--- src/rtl/cmos_pixel_assembler_if.sv ---
// Camera byte stream in, tagged RGB565 pixels and frame status out.
// pix_skin exists only when CMOS_SKIN_MASK_EN is defined.
interface cmos_pixel_assembler_if;
    logic        cap_en;
    logic        cmos_vsync;
    logic        cmos_href;
    logic [7:0]  cmos_data;
    logic        pix_valid;
    logic [15:0] pix_data;
    logic [9:0]  pix_x;
    logic [9:0]  pix_y;
    logic        frame_start;
    logic        frame_done;
    logic        frame_ok;
    logic        err_odd;
    logic        err_size;
`ifdef CMOS_SKIN_MASK_EN
    logic        pix_skin;
`endif

    modport slave (
        input  cap_en,
        input  cmos_vsync,
        input  cmos_href,
        input  cmos_data,
        output pix_valid,
        output pix_data,
        output pix_x,
        output pix_y,
        output frame_start,
        output frame_done,
        output frame_ok,
        output err_odd,
        output err_size
`ifdef CMOS_SKIN_MASK_EN
        ,
        output pix_skin
`endif
    );

    modport master (
        output cap_en,
        output cmos_vsync,
        output cmos_href,
        output cmos_data,
        input  pix_valid,
        input  pix_data,
        input  pix_x,
        input  pix_y,
        input  frame_start,
        input  frame_done,
        input  frame_ok,
        input  err_odd,
        input  err_size
`ifdef CMOS_SKIN_MASK_EN
        ,
        input  pix_skin
`endif
    );
endinterface

--- src/rtl/cmos_pixel_assembler.sv ---
// Pairs camera bytes into RGB565 pixels tagged with x/y, with frame markers and error flags.
// Defining CMOS_SKIN_MASK_EN adds the pix_skin output, registered alongside pix_data.
module cmos_pixel_assembler #(
    parameter int         H_ACTIVE  = 640,
    parameter int         V_ACTIVE  = 480,
    parameter bit         BYTE_SWAP = 1'b0
`ifdef CMOS_SKIN_MASK_EN
    ,
    parameter logic [4:0] SKIN_RMIN = 5'd12
`endif
) (
    input  logic                  clk,
    input  logic                  rst,
    cmos_pixel_assembler_if.slave bus
);
    typedef enum logic [1:0] {ST_IDLE, ST_SYNC, ST_ACTIVE} state_t;

    localparam logic [9:0] H_LIM   = 10'(H_ACTIVE);
    localparam logic [9:0] V_LIM   = 10'(V_ACTIVE);
    localparam logic [9:0] CNT_MAX = 10'd1023;

    function automatic logic [9:0] sat_inc(input logic [9:0] v);
        return (v == CNT_MAX) ? v : v + 10'd1;
    endfunction

`ifdef CMOS_SKIN_MASK_EN
    function automatic logic skin_test(input logic [15:0] px);
        logic [4:0] r;
        logic [5:0] g;
        logic [4:0] b;
        r = px[15:11];
        g = px[10:5];
        b = px[4:0];
        return (r >= SKIN_RMIN) && (r > g[5:1]) && (r > b);
    endfunction
`endif

    state_t      r_state;
    logic        r_vsync_p0;
    logic        r_vsync_p1;
    logic        r_href_p0;
    logic        r_href_p1;
    logic [7:0]  r_data_p0;
    logic [7:0]  r_hold_p1;
    logic        r_phase;
    logic [9:0]  r_x;
    logic [9:0]  r_y;
    logic        r_err_odd;
    logic        r_err_size;
    logic        r_vld_p1;
    logic [15:0] r_pix_p1;
    logic [9:0]  r_pix_x;
    logic [9:0]  r_pix_y;
    logic        r_frame_start;
    logic        r_frame_done;
    logic        r_frame_ok;
`ifdef CMOS_SKIN_MASK_EN
    logic        r_skin_p1;
`endif

    logic        w_vs_rise;
    logic        w_vs_fall;
    logic        w_href_fall;
    logic        w_line_end;
    logic        w_store;
    logic        w_in_bounds;
    logic [15:0] w_pix_word;
    logic        w_err_odd_nxt;
    logic        w_err_size_nxt;
    logic [9:0]  w_y_nxt;
    logic        w_frame_ok;

    assign w_vs_rise   = r_vsync_p0 & ~r_vsync_p1;
    assign w_vs_fall   = ~r_vsync_p0 & r_vsync_p1;
    assign w_href_fall = ~r_href_p0 & r_href_p1;
    assign w_line_end  = (r_state == ST_ACTIVE) && w_href_fall;
    assign w_store     = (r_state == ST_ACTIVE) && r_href_p0 && !r_phase;
    assign w_in_bounds = (r_x < H_LIM) && (r_y < V_LIM);
    assign w_pix_word  = BYTE_SWAP ? {r_data_p0, r_hold_p1} : {r_hold_p1, r_data_p0};

    // Line-end effects resolved combinationally so a coincident vsync rise sees them.
    always_comb begin
        w_err_odd_nxt  = r_err_odd;
        w_err_size_nxt = r_err_size;
        w_y_nxt        = r_y;
        if (w_line_end) begin
            if (r_phase) begin
                w_err_odd_nxt = 1'b1;
            end
            if (r_x != H_LIM) begin
                w_err_size_nxt = 1'b1;
            end
            if (r_x != 10'd0) begin
                w_y_nxt = sat_inc(r_y);
            end
        end
    end

    assign w_frame_ok = (w_y_nxt == V_LIM) && !w_err_odd_nxt && !w_err_size_nxt;

    // Stage p0: raw byte capture; p1: first byte of the pair held for pixel assembly.
    always_ff @(posedge clk) begin
        r_data_p0 <= bus.cmos_data;
        if (w_store) begin
            r_hold_p1 <= r_data_p0;
        end
    end

    always_ff @(posedge clk) begin
        if (rst) begin
            r_state       <= ST_IDLE;
            r_vsync_p0    <= 1'b0;
            r_vsync_p1    <= 1'b0;
            r_href_p0     <= 1'b0;
            r_href_p1     <= 1'b0;
            r_phase       <= 1'b0;
            r_x           <= 10'd0;
            r_y           <= 10'd0;
            r_err_odd     <= 1'b0;
            r_err_size    <= 1'b0;
            r_vld_p1      <= 1'b0;
            r_pix_p1      <= 16'd0;
            r_pix_x       <= 10'd0;
            r_pix_y       <= 10'd0;
            r_frame_start <= 1'b0;
            r_frame_done  <= 1'b0;
            r_frame_ok    <= 1'b0;
`ifdef CMOS_SKIN_MASK_EN
            r_skin_p1     <= 1'b0;
`endif
        end else begin
            r_vsync_p0    <= bus.cmos_vsync;
            r_vsync_p1    <= r_vsync_p0;
            r_href_p0     <= bus.cmos_href;
            r_href_p1     <= r_href_p0;
            r_vld_p1      <= 1'b0;
            r_frame_start <= 1'b0;
            r_frame_done  <= 1'b0;

            case (r_state)
                ST_IDLE: begin
                    if (w_vs_rise) begin
                        r_state <= ST_SYNC;
                    end
                end

                ST_SYNC: begin
                    if (w_vs_fall && bus.cap_en) begin
                        r_state       <= ST_ACTIVE;
                        r_frame_start <= 1'b1;
                        r_x           <= 10'd0;
                        r_y           <= 10'd0;
                        r_phase       <= 1'b0;
                        r_err_odd     <= 1'b0;
                        r_err_size    <= 1'b0;
                    end
                end

                ST_ACTIVE: begin
                    r_y        <= w_y_nxt;
                    r_err_odd  <= w_err_odd_nxt;
                    r_err_size <= w_err_size_nxt;

                    if (w_line_end) begin
                        r_x     <= 10'd0;
                        r_phase <= 1'b0;
                    end else if (r_href_p0) begin
                        r_phase <= ~r_phase;
                        if (r_phase) begin
                            r_x <= sat_inc(r_x);
                            if (w_in_bounds) begin
                                r_vld_p1 <= 1'b1;
                                r_pix_p1 <= w_pix_word;
                                r_pix_x  <= r_x;
                                r_pix_y  <= r_y;
`ifdef CMOS_SKIN_MASK_EN
                                r_skin_p1 <= skin_test(w_pix_word);
`endif
                            end else begin
                                r_err_size <= 1'b1;
                            end
                        end
                    end

                    // A short frame is a line-count error too.
                    if (w_vs_rise) begin
                        r_state      <= ST_SYNC;
                        r_frame_done <= 1'b1;
                        r_frame_ok   <= w_frame_ok;
                        if (w_y_nxt != V_LIM) begin
                            r_err_size <= 1'b1;
                        end
                    end
                end

                default: begin
                    r_state <= ST_IDLE;
                end
            endcase
        end
    end

    assign bus.pix_valid   = r_vld_p1;
    assign bus.pix_data    = r_pix_p1;
    assign bus.pix_x       = r_pix_x;
    assign bus.pix_y       = r_pix_y;
    assign bus.frame_start = r_frame_start;
    assign bus.frame_done  = r_frame_done;
    assign bus.frame_ok    = r_frame_ok;
    assign bus.err_odd     = r_err_odd;
    assign bus.err_size    = r_err_size;
`ifdef CMOS_SKIN_MASK_EN
    assign bus.pix_skin    = r_skin_p1;
`endif
endmodule

--- src/flat_wrapper.sv ---
// flat-port wrapper written by rule: the top's interface ports become plain ports
module cmos_pixel_assembler_flat 
#(
    parameter int         H_ACTIVE  = 640,
    parameter int         V_ACTIVE  = 480,
    parameter bit         BYTE_SWAP = 1'b0

)
  (clk, rst, bus_cap_en, bus_cmos_vsync, bus_cmos_href, bus_cmos_data, bus_pix_valid, bus_pix_data, bus_pix_x, bus_pix_y, bus_frame_start, bus_frame_done, bus_frame_ok, bus_err_odd, bus_err_size);
  cmos_pixel_assembler_if bus_i ();
  input  logic clk;
  input  logic rst;
  input wire logic [$bits(bus_i.cap_en)-1:0] bus_cap_en;
  input wire logic [$bits(bus_i.cmos_vsync)-1:0] bus_cmos_vsync;
  input wire logic [$bits(bus_i.cmos_href)-1:0] bus_cmos_href;
  input wire logic [$bits(bus_i.cmos_data)-1:0] bus_cmos_data;
  output wire logic [$bits(bus_i.pix_valid)-1:0] bus_pix_valid;
  output wire logic [$bits(bus_i.pix_data)-1:0] bus_pix_data;
  output wire logic [$bits(bus_i.pix_x)-1:0] bus_pix_x;
  output wire logic [$bits(bus_i.pix_y)-1:0] bus_pix_y;
  output wire logic [$bits(bus_i.frame_start)-1:0] bus_frame_start;
  output wire logic [$bits(bus_i.frame_done)-1:0] bus_frame_done;
  output wire logic [$bits(bus_i.frame_ok)-1:0] bus_frame_ok;
  output wire logic [$bits(bus_i.err_odd)-1:0] bus_err_odd;
  output wire logic [$bits(bus_i.err_size)-1:0] bus_err_size;
  assign bus_i.cap_en = bus_cap_en;
  assign bus_i.cmos_vsync = bus_cmos_vsync;
  assign bus_i.cmos_href = bus_cmos_href;
  assign bus_i.cmos_data = bus_cmos_data;
  assign bus_pix_valid = bus_i.pix_valid;
  assign bus_pix_data = bus_i.pix_data;
  assign bus_pix_x = bus_i.pix_x;
  assign bus_pix_y = bus_i.pix_y;
  assign bus_frame_start = bus_i.frame_start;
  assign bus_frame_done = bus_i.frame_done;
  assign bus_frame_ok = bus_i.frame_ok;
  assign bus_err_odd = bus_i.err_odd;
  assign bus_err_size = bus_i.err_size;
  cmos_pixel_assembler #(.H_ACTIVE(H_ACTIVE), .V_ACTIVE(V_ACTIVE), .BYTE_SWAP(BYTE_SWAP)) u_core (.clk(clk), .rst(rst), .bus(bus_i));
endmodule
--- config.mk ---
export PLATFORM = sky130hd
export DESIGN_NAME = cmos_pixel_assembler_flat
export DESIGN_NICKNAME = d
export VERILOG_FILES = /design/src/rtl/cmos_pixel_assembler_if.sv /design/src/rtl/cmos_pixel_assembler.sv /design/src/flat_wrapper.sv
export SDC_FILE = /design/constraint.sdc
export NUM_CORES = 1
export LEC_CHECK = 0
export CELL_PAD_IN_SITES_DETAIL_PLACEMENT = 1
export CELL_PAD_IN_SITES_GLOBAL_PLACEMENT = 1
export CORE_MARGIN = 3
export CORE_UTILIZATION = 40
export DETAILED_ROUTE_END_ITERATION = 6
export PLACE_DENSITY = 0.79
export SLEW_MARGIN = 5
export SYNTH_ARGS = -nofsm -noshare
export SYNTH_HDL_FRONTEND = slang
export SYNTH_SLANG_ARGS = --single-unit
--- constraint.sdc ---
create_clock -name clk -period 2.87 [get_ports clk]
set_input_delay 0.574 -clock clk [delete_from_list [all_inputs] [get_ports clk]]
set_output_delay 0.574 -clock clk [all_outputs]
set_load 0.005 [all_outputs]
**After elaboration in Yosys (flattened, before gate mapping)**

Index checks and enable logic that the tools add are counted.
W data, S select, Z words.

- Flip-flop bits (word level): 85
- Output and inout bits: 42
- Bits of input ports: 13
- Logic and storage cells: 100

- Bitwise logic cells: 10
- Mux-type cells: 32
- Add/sub/neg operators: 2
- Equality and inequality tests: 12
- Magnitude comparators: 2
- Reduce and logical (&&, ||, !) cells: 23

Operators by type and width:

| cell | number |
|---|---|
| $mux W10 | 8 |
| $pmux W10 S2 | 2 |
| $add A10 B1 Y10 const B | 2 |
| $eq A10 B10 Y1 const B | 2 |
| $mux W1 | 16 |
| $eq A10 B9 Y1 const B | 1 |
| $lt A10 B10 Y1 const B | 1 |
| $lt A10 B9 Y1 const B | 1 |
| $ne A10 B10 Y1 const B | 1 |
| $ne A10 B9 Y1 const B | 1 |
| $reduce_and A5 Y1 | 2 |
| $reduce_bool A10 Y1 | 1 |
| $logic_and A1 B1 Y1 | 7 |
| $not A1 Y1 | 7 |
| $ne A3 B1 Y1 const B | 2 |
| $pmux W1 S2 | 3 |
| $reduce_and A2 Y1 | 3 |
| $reduce_or A2 Y1 | 3 |
| $reduce_or A5 Y1 | 1 |
| $mux W2 | 2 |
| $ne A2 B1 Y1 const B | 2 |
| $pmux W2 S2 | 1 |
| $and A1 B1 Y1 | 3 |
| $logic_not A1 Y1 | 3 |
| other kinds (6) | 6 |

**Logic depth before layout (Yosys ltp)**

Gate-level depths: netlist of run 1.

- Word-level depth: 11
- Mapped depth: 9
- Mapped depth without buffers: 8

**Worst setup path after synthesis of run 1**

No wires, ideal clock.

- Path kind: register to register
- Start point: reg u_core.r_state[0]
- End point: reg u_core.r_frame_ok, in the netlist u_core.bus.frame_ok
- Buffers on the path: 1
- Data arrival time: 2157 ps
- Setup time: 96 ps
- Data required time: 2774 ps
- Setup slack: 617 ps
- Clock period less this slack: 2253 ps
- Cell stages (with the launch flop): 10
- Cell sequence: dfxtp_1 > inv_1 > ha_1 > clkbuf_1 > and3b_1 > o31ai_4 > or3_4 > mux2_4 > nand4_2 > o41ai_2

- Longest elaborated chain between the ends: 6
- Elaborated cells between the ends (all ways): 11
- Those cells by class: eq/ne: 2; mux: 3; reduce/logical: 6

RTL lines:

| what | line | source |
|---|---|---|
| start: declaration | cmos_pixel_assembler.sv:38 | `state_t r_state;` |
| start signal: assignment | cmos_pixel_assembler.sv:111 | `r_state <= ST_IDLE;` |
| start signal: assignment | cmos_pixel_assembler.sv:143 | `r_state <= ST_SYNC;` |
| start signal: assignment | cmos_pixel_assembler.sv:149 | `r_state <= ST_ACTIVE;` |
| $eq A2 B2 Y1 * | cmos_pixel_assembler.sv:76, cmos_pixel_assembler.sv:140 |  |
| $logic_and A1 B1 Y1 | cmos_pixel_assembler.sv:76 | `assign w_line_end = (r_state == ST_ACTIVE) && w_href_fall;` |
| $mux W10 / $mux W1 (equally long branches) | cmos_pixel_assembler.sv:86 | `if (w_line_end) begin` |
| $eq A10 B9 Y1 / $logic_not A1 Y1 (equally long branches) | cmos_pixel_assembler.sv:99 | `assign w_frame_ok = (w_y_nxt == V_LIM) && !w_err_odd_nxt && !w_err_size_nxt;` |
| $logic_and A1 B1 Y1 (2 in series) | cmos_pixel_assembler.sv:99 |  |
| end signal: assignment | cmos_pixel_assembler.sv:189 | `r_frame_ok <= w_frame_ok;` |
| end: declaration | cmos_pixel_assembler.sv:56 | `logic r_frame_ok;` |

Mark *: on every way between the ends. The rest lies on a longest branch, timed or not.
A chain may end at the register's enable or synchronous reset.

**Final worst setup path of run 1**

Same ends and word-level chain as after synthesis.

==> flow_metrics.env, run 1 <==
export IMPL_outcome="finished clean"
export IMPL_worst_setup_path_endpoint="u_core.bus.frame_ok"
export IMPL_cts_tree="yes"
export IMPL_timing_critical_path_from_type="flop"
export IMPL_reg2reg_slack_ns=0.38
export IMPL_portBuffers=54
export IMPL_antenna_found_initial=0
export IMPL_route_detailed_wl_per_inst_um=15.4
export IMPL_path_clk_slew_ns=0.09
export IMPL_final_cell_area_um2=4330
export IMPL_drt_wl_total_um=8710
export IMPL_p_total_w=0.00226
export IMPL_post_route_clock_period_utilization_pct=86.8
export IMPL_final_max_slew_violation_count=0
export IMPL_maximum_number_of_pins_on_one_net_before_global_route_repair=37
export IMPL_crit_path_max_fanout=9
export IMPL_drt_antenna_violating_nets=0
export IMPL_first_iter_violations=88
export IMPL_critPathMaxStageDelay_ns=0.36
export IMPL_die_y_um=100
export IMPL_dp_worst_setup_slack_ns=0.298
export IMPL_worst_path_dominant_cell_family="compound AO/OA/AOI/OAI gates"
export IMPL_timing_critical_path_from="u_core.r_state[0]"
export IMPL_synth_top_cell_by_area="sky130_fd_sc_hd__dfxtp_1"
export IMPL_final_critical_delay_including_setup_and_external_delays_ns=2.49
export IMPL_r2r_start="u_core.r_state[0]"
export IMPL_remaining_design_rule_violation_count=0
export IMPL_max_slew_margin_rel_pct=46.9
export IMPL_dominantRegCellSynth="sky130_fd_sc_hd__dfxtp_1"
export IMPL_layout_filler_cells=998
export IMPL_initial_utilization_pct=42.2
export IMPL_synthesis_area_um2=3530
export IMPL_dpl_cell_area_um2=4160
export IMPL_grt_use_met2_pct=31.8
export IMPL_worst_path_slowest_cell="sky130_fd_sc_hd__dfxtp_1"
export IMPL_maxCapViolations=0
export IMPL_fin_skew_ns=0.0118
export IMPL_number_of_nets_in_the_final_layout=475
export IMPL_synthesis_instances=407
export IMPL_die_w_um=100
export IMPL_postCtsHoldBufs=0
export IMPL_totalNegativeSetupSlack_ns=0
export IMPL_mapped_avg_cell_area_um2=8.68
export IMPL_grt_util_all_layers_pct=18.7
export IMPL_power_static_leakage_nw=1.42
export IMPL_asyncSetResetFlopFracSynth_pct=0
export IMPL_drt_first_pass_iters=4
export IMPL_grt_first_pass_wirelength_um=15100
export IMPL_fmax_mhz=401
export IMPL_drive_above_1_share_pct=7.41
export IMPL_fin_ws_ns=0.377
export IMPL_cp_arrival_ns=2.74
export IMPL_gp_congestion=0.855
export IMPL_dp_final_hpwl_um=6070
export IMPL_globalRouteMet3Util_pct=3.89
export IMPL_crit_type="flop to flop"
export IMPL_pwr_density_cell_nw_per_um2=523
export IMPL_ir_drop_worst_case_vdd_uv=277
export IMPL_pin_count=55
export IMPL_holdCritPathClass="flop to flop"
export IMPL_library_cells_used_by_synthesis=55
export IMPL_ys_warn_count=0
export IMPL_syn_nets=428
export IMPL_gr_max_usage_layer="met2"
export IMPL_vias_per_cell=5.41
export IMPL_timing_worst_slew_pin_value_ns=0.794
export IMPL_core_um2=8380
export IMPL_worst_path_stages=8
export IMPL_worst_reg2reg_endpoint="u_core.bus.frame_ok"
export IMPL_die_area_um2=10000
export IMPL_logic_depth_of_the_worst_register_to_register_path=8
export IMPL_cp_cell_sequence="inv_1 -> ha_1 -> and3b_1 -> o31a_1 -> o21ai_0 -> o41ai_4 -> nand4_2 -> o41ai_2"
export IMPL_final_hold_viol_count=0
export IMPL_post_synth_top_area_share_pct=43.6
export IMPL_cts_path_max_buffers=2
export IMPL_worst_ep_required_time_ns=3.12
export IMPL_layout_area_overhead_vs_synth_pct=22.5
export IMPL_globalRouteOverflowTotal=0
export IMPL_setup_violations_final=0
export IMPL_end_kind="flop"
export IMPL_grt_pass1_vias=3145
export IMPL_htree_levels=3
export IMPL_clock_sinks=85
export IMPL_grt_setup_unrepaired="no"
export IMPL_antennaDiodeCount=0
export IMPL_cts_setup_buffers=0
export IMPL_use_met1_pct=23.4
export IMPL_floorplan_rows=33
export IMPL_clock_insertion_delay_worst_skew_ns=0.35
export IMPL_postCtsResizedCells=0
export IMPL_worstPathBufferInverterCount=1
export IMPL_yosys_register_bits=85
export IMPL_numCtsBuffers=9
export IMPL_number_of_enable_flip_flop_cells_after_synthesis=8
export IMPL_cts_root_buffer_cell="sky130_fd_sc_hd__clkbuf_8"
export IMPL_synth_sequential_area_ratio_pct=50.4
export IMPL_synth_top_cells_by_area="sky130_fd_sc_hd__dfxtp_1 44%, sky130_fd_sc_hd__nand2_1 9.6%, sky130_fd_sc_hd__edfxtp_1 6.8%"
export IMPL_vias=3049
==> state kept, by name, indices dropped and copies added, names as in the netlist, 2 cells and up <==
signal and flops:
u_core.bus.pix_x 10, u_core.r_hold_p1 8, u_core.bus.pix_y 10, u_core.r_x 10, u_core.r_data_p0 8, u_core.r_state 2
u_core.bus.pix_data 16, u_core.r_y 10
==> cells in the final DEF (no fill, tap or decap), types with 2 or more instances in the layout <==
cell type / n
sky130_fd_sc_hd__and4_1: 2
sky130_fd_sc_hd__nor2b_1: 4
sky130_fd_sc_hd__or3_1: 3
sky130_fd_sc_hd__nand3_1: 10
sky130_fd_sc_hd__and3b_1: 2
sky130_fd_sc_hd__nand3b_1: 3
sky130_fd_sc_hd__clkdlybuf4s50_1: 53
sky130_fd_sc_hd__nor4_1: 2
sky130_fd_sc_hd__nand4_1: 2
sky130_fd_sc_hd__inv_1: 13
sky130_fd_sc_hd__a311oi_1: 6
sky130_fd_sc_hd__and2_1: 3
sky130_fd_sc_hd__a21oi_1: 45
sky130_fd_sc_hd__nand2b_1: 2
sky130_fd_sc_hd__nand2_1: 90
sky130_fd_sc_hd__o21ai_0: 13
sky130_fd_sc_hd__clkbuf_8: 9
sky130_fd_sc_hd__xnor2_1: 7
sky130_fd_sc_hd__clkinv_4: 2
sky130_fd_sc_hd__a22oi_1: 2
sky130_fd_sc_hd__or2_2: 2
sky130_fd_sc_hd__ha_1: 8
sky130_fd_sc_hd__nor3_1: 12
sky130_fd_sc_hd__nor2_1: 31
sky130_fd_sc_hd__edfxtp_1: 8
sky130_fd_sc_hd__a31oi_1: 5
sky130_fd_sc_hd__buf_4: 4
sky130_fd_sc_hd__dfxtp_1: 77
sky130_fd_sc_hd__clkinvlp_4: 2
sky130_fd_sc_hd__mux2i_1: 3
==> final cells by class <==
class                   instances  area (um^2)  area share (%)
flip-flops and latches         85         1780            41.2
multi-input cells             286         1610            37.1
repair buffers                 59          586            13.5
well taps                     105          131            3.03
clock buffers                   9          124            2.86
clock inverters                 7         50.0            1.16
inverters                      13         48.8            1.13
==> per-layer routing <==
layer	part of all wire, %	vias to the layer above
met1	44	1480
met4	1.6	0
li1	-	1491
met2	50	64
met5	0	-
met3	4.3	14
==> stage by stage <==
step	hold slack (ns)	util [%]	std cells
2_1_floorplan	0.408	-	407
3_3_place_gp	0.411	49.6	548
3_5_place_dp	0.418	49.6	548
4_1_cts	0.440	51.6	564
5_1_grt	0.454	51.6	564
6_report	0.437	51.6	564
==> kinds of logic (layout without fill, tap and decap cells) <==
logic type	after synthesis	count (layout)	synth area share (%)
compound gates	89	89	16.3
mux	4	4	1.27
buf+inv	36	88	4.14
fa+ha+maj	8	8	2.83
xor+xnor	7	7	1.74
flops	85	85	50.4
simple gates	178	178	23.3
==> Yosys cell counts, drive strengths merged, types with 3 or more instances <==
cell,count
nor3,12
nand3,10
nand4,3
a21oi,45
edfxtp,8
nand2,90
buf,3
and4,3
inv,13
nand3b,3
a311oi,6
a31oi,5
and2,4
dfxtp,77
ha,8
nor2,32
or3,4
o21ai,14
clkbuf,20
mux2i,3
xnor2,7
nor2b,4
==> power by group <==
part / total (W) / internal, W / switching, W
registers: 0.00124 / 0.00122 / 0.0000210
clock network: 0.000756 / 0.000316 / 0.000441
logic: 0.000266 / 0.0000944 / 0.000172
==> worst min-delay path by stage <==
stage                             start             endpoint  slack [ns]  cells after the start
floorplan           u_core.r_data_p0[0]  u_core.r_hold_p1[0]        0.41                      0
global placement    u_core.r_data_p0[4]  u_core.r_hold_p1[4]        0.41                      0
detailed placement  u_core.r_data_p0[4]  u_core.r_hold_p1[4]        0.42                      0
CTS                 u_core.r_data_p0[4]  u_core.r_hold_p1[4]        0.44                      0
global route        u_core.r_data_p0[3]  u_core.r_hold_p1[3]        0.45                      0
finish              u_core.r_data_p0[4]  u_core.r_hold_p1[4]        0.44                      0
(Power assumes the default switching activity.)
==> run 2: changes to the inputs <==
--- a/config.mk
+++ b/config.mk
@@ -7,7 +7,6 @@
 export LEC_CHECK = 0
 export CELL_PAD_IN_SITES_DETAIL_PLACEMENT = 1
 export CELL_PAD_IN_SITES_GLOBAL_PLACEMENT = 1
-export CORE_MARGIN = 3
 export CORE_UTILIZATION = 40
 export DETAILED_ROUTE_END_ITERATION = 6
 export PLACE_DENSITY = 0.79
==> run 2 against run 1 <==
  * Setup slack better by 0.022 ns
  * Sequential share of layout area down 0.25 points
  * Final cell count unchanged
  * Non-clock buffer count unchanged
  * Largest power group unchanged
  * Die area down 7.8%
  * Total power up 3.8%
  * First-iteration DRC count down 17%
  * Count of clock-buffer cells in the layout unchanged
  * Sequential power about the same
==> flow_metrics.env, run 2 (synthesis gave the netlist of run 1 again) <==
export IMPL_gp_congestion=0.864
export IMPL_numCtsBuffers=9
export IMPL_setup_violations_final=0
export IMPL_cts_path_max_buffers=2
export IMPL_drive_above_1_share_pct=7.63
export IMPL_placed_cells=548
export IMPL_max_slew_margin_rel_pct=43.6
export IMPL_outcome="finished clean"
export IMPL_end_kind="flop"
export IMPL_holdCritPathClass="flop to flop"
export IMPL_grt_first_pass_wirelength_um=14300
export IMPL_r2r_start="u_core.r_state[0]"
export IMPL_layout_area_overhead_vs_synth_pct=23.3
export IMPL_globalRouteOverflowTotal=0
export IMPL_drt_first_pass_iters=4
export IMPL_post_route_utilization_pct=52.0
export IMPL_ir_drop_worst_case_vdd_uv=338
export IMPL_path_clk_slew_ns=0.10
export IMPL_final_critical_delay_including_setup_and_external_delays_ns=2.47
export IMPL_fmax_mhz=405
export IMPL_antenna_found_initial=0
export IMPL_pin_count=55
export IMPL_maximum_number_of_pins_on_one_net_before_global_route_repair=37
export IMPL_cts_root_buffer_cell="sky130_fd_sc_hd__clkbuf_8"
export IMPL_cp_arrival_ns=2.74
export IMPL_worst_reg2reg_endpoint="u_core.bus.frame_ok"
export IMPL_die_y_um=96.0
export IMPL_drt_antenna_violating_nets=0
export IMPL_vias=3005
export IMPL_logic_depth_of_the_worst_register_to_register_path=8
export IMPL_postCtsHoldBufs=0
export IMPL_vias_per_cell=5.33
export IMPL_layout_filler_cells=971
export IMPL_number_of_nets_in_the_final_layout=475
export IMPL_post_route_clock_period_utilization_pct=86.1
export IMPL_worst_ep_required_time_ns=3.14
export IMPL_crit_path_max_fanout=9
export IMPL_die_area_um2=9210
export IMPL_hold_path_end="u_core.r_hold_p1[7]"
export IMPL_die_w_um=96.0
export IMPL_core_um2=8380
export IMPL_pwr_density_cell_nw_per_um2=540
export IMPL_final_max_slew_violation_count=0
export IMPL_timing_critical_path_from_type="flop"
export IMPL_remaining_design_rule_violation_count=0
export IMPL_drt_wl_total_um=8560
export IMPL_antennaDiodeCount=0
export IMPL_power_static_leakage_nw=1.44
export IMPL_fin_skew_ns=0.0147
export IMPL_p_total_w=0.00235
export IMPL_clock_insertion_delay_worst_skew_ns=0.37
export IMPL_layout_common_cells="90 x sky130_fd_sc_hd__nand2_1, 77 x sky130_fd_sc_hd__dfxtp_1, 53 x sky130_fd_sc_hd__clkdlybuf4s50_1"
export IMPL_reg2reg_slack_ns=0.40
export IMPL_cts_tree="yes"
export IMPL_crit_type="flop to flop"
export IMPL_totalNegativeSetupSlack_ns=0
export IMPL_layoutNonFillerInstCount=564
export IMPL_grt_setup_unrepaired="no"
export IMPL_route_detailed_wl_per_inst_um=15.2
export IMPL_mostFrequentLayoutCell="sky130_fd_sc_hd__nand2_1"
export IMPL_clock_sinks=85
export IMPL_timing_hold_worst_path_depth=0
export IMPL_portBuffers=54
export IMPL_htree_levels=3
export IMPL_initial_utilization_pct=42.2
export IMPL_floorplan_rows=33
export IMPL_final_hold_viol_count=0
export IMPL_grt_util_all_layers_pct=20.4
export IMPL_timing_worst_slew_pin_value_ns=0.843
export IMPL_largest_reg_flops=16
export IMPL_maxCapViolations=0
export IMPL_first_iter_violations=73
export IMPL_grt_pass1_vias=3058
export IMPL_timing_hold_worst_start="u_core.r_data_p0[7]"
export IMPL_dp_final_hpwl_um=5870
export IMPL_cts_setup_buffers=0
export IMPL_postCtsResizedCells=0
==> run 2: changes by cell type in the layout (fill, tap and decap cells not counted) <==
cell                         delta
sky130_fd_sc_hd__clkinv_1       -1
sky130_fd_sc_hd__clkinv_2       -1
sky130_fd_sc_hd__clkinv_8       +1
sky130_fd_sc_hd__clkinvlp_4     -2
sky130_fd_sc_hd__inv_8          +3
==> run 2: where the power goes <==
part | internal (W) | total, W | switching, W
combinational | 0.0000944 | 0.000262 | 0.000168
clock | 0.000346 | 0.000846 | 0.000500
sequential | 0.00122 | 0.00124 | 0.0000217
==> run 2: layout make-up <==
type,instances,area (um^2),share of cell area [%]
Clock buffer,9,124,2.84
Clock inverter,7,76.3,1.75
Inverter,13,48.8,1.12
Multi-Input combinational cell,286,1610,36.9
Sequential cell,85,1780,40.9
Tap cell,105,131,3.02
Timing Repair Buffer,59,586,13.4
==> run 2: metrics by stage <==
stage | hold WS [ns] | setup WS (ns) | area [um^2]
floorplan | 0.408 | 0.617 | 3530
global placement | 0.412 | 0.412 | 4160
detailed placement | 0.418 | 0.309 | 4160
CTS | 0.442 | 0.402 | 4360
global route | 0.448 | 0.199 | 4360
finish | 0.436 | 0.400 | 4360
==> run 2: critical path, stage by stage, from the launching register on <==
cell                      delay [ns]
sky130_fd_sc_hd__dfxtp_1        0.37
sky130_fd_sc_hd__inv_1          0.09
sky130_fd_sc_hd__ha_1           0.32
sky130_fd_sc_hd__and3b_1        0.35
sky130_fd_sc_hd__o31a_1         0.24
sky130_fd_sc_hd__o21ai_0        0.20
sky130_fd_sc_hd__o41ai_4        0.34
sky130_fd_sc_hd__nand4_2        0.15
sky130_fd_sc_hd__o41ai_2        0.32
==> run 2: how the worst max path moves through the flow <==
stage | start | to
5_1_grt | u_core.r_state[0] | u_core.bus.frame_ok
6_report | u_core.r_state[0] | u_core.bus.frame_ok
4_1_cts | u_core.r_state[0] | u_core.bus.frame_ok
2_1_floorplan | u_core.r_state[0] | u_core.bus.frame_ok
3_3_place_gp | bus_cap_en | u_core.r_x[5]
3_5_place_dp | bus_cap_en | u_core.r_x[8]
==> run 2: per-layer routing <==
| metal | global-route usage (%) | vias to the layer above | part of all wire, % |
|---|---|---|---|
| li1 | - | 1486 | - |
| met3 | 5.45 | 14 | 5.0 |
| met2 | 34.4 | 59 | 47 |
| met4 | 7.21 | 0 | 1.5 |
| met5 | 0 | - | 0 |
| met1 | 24.8 | 1446 | 46 |
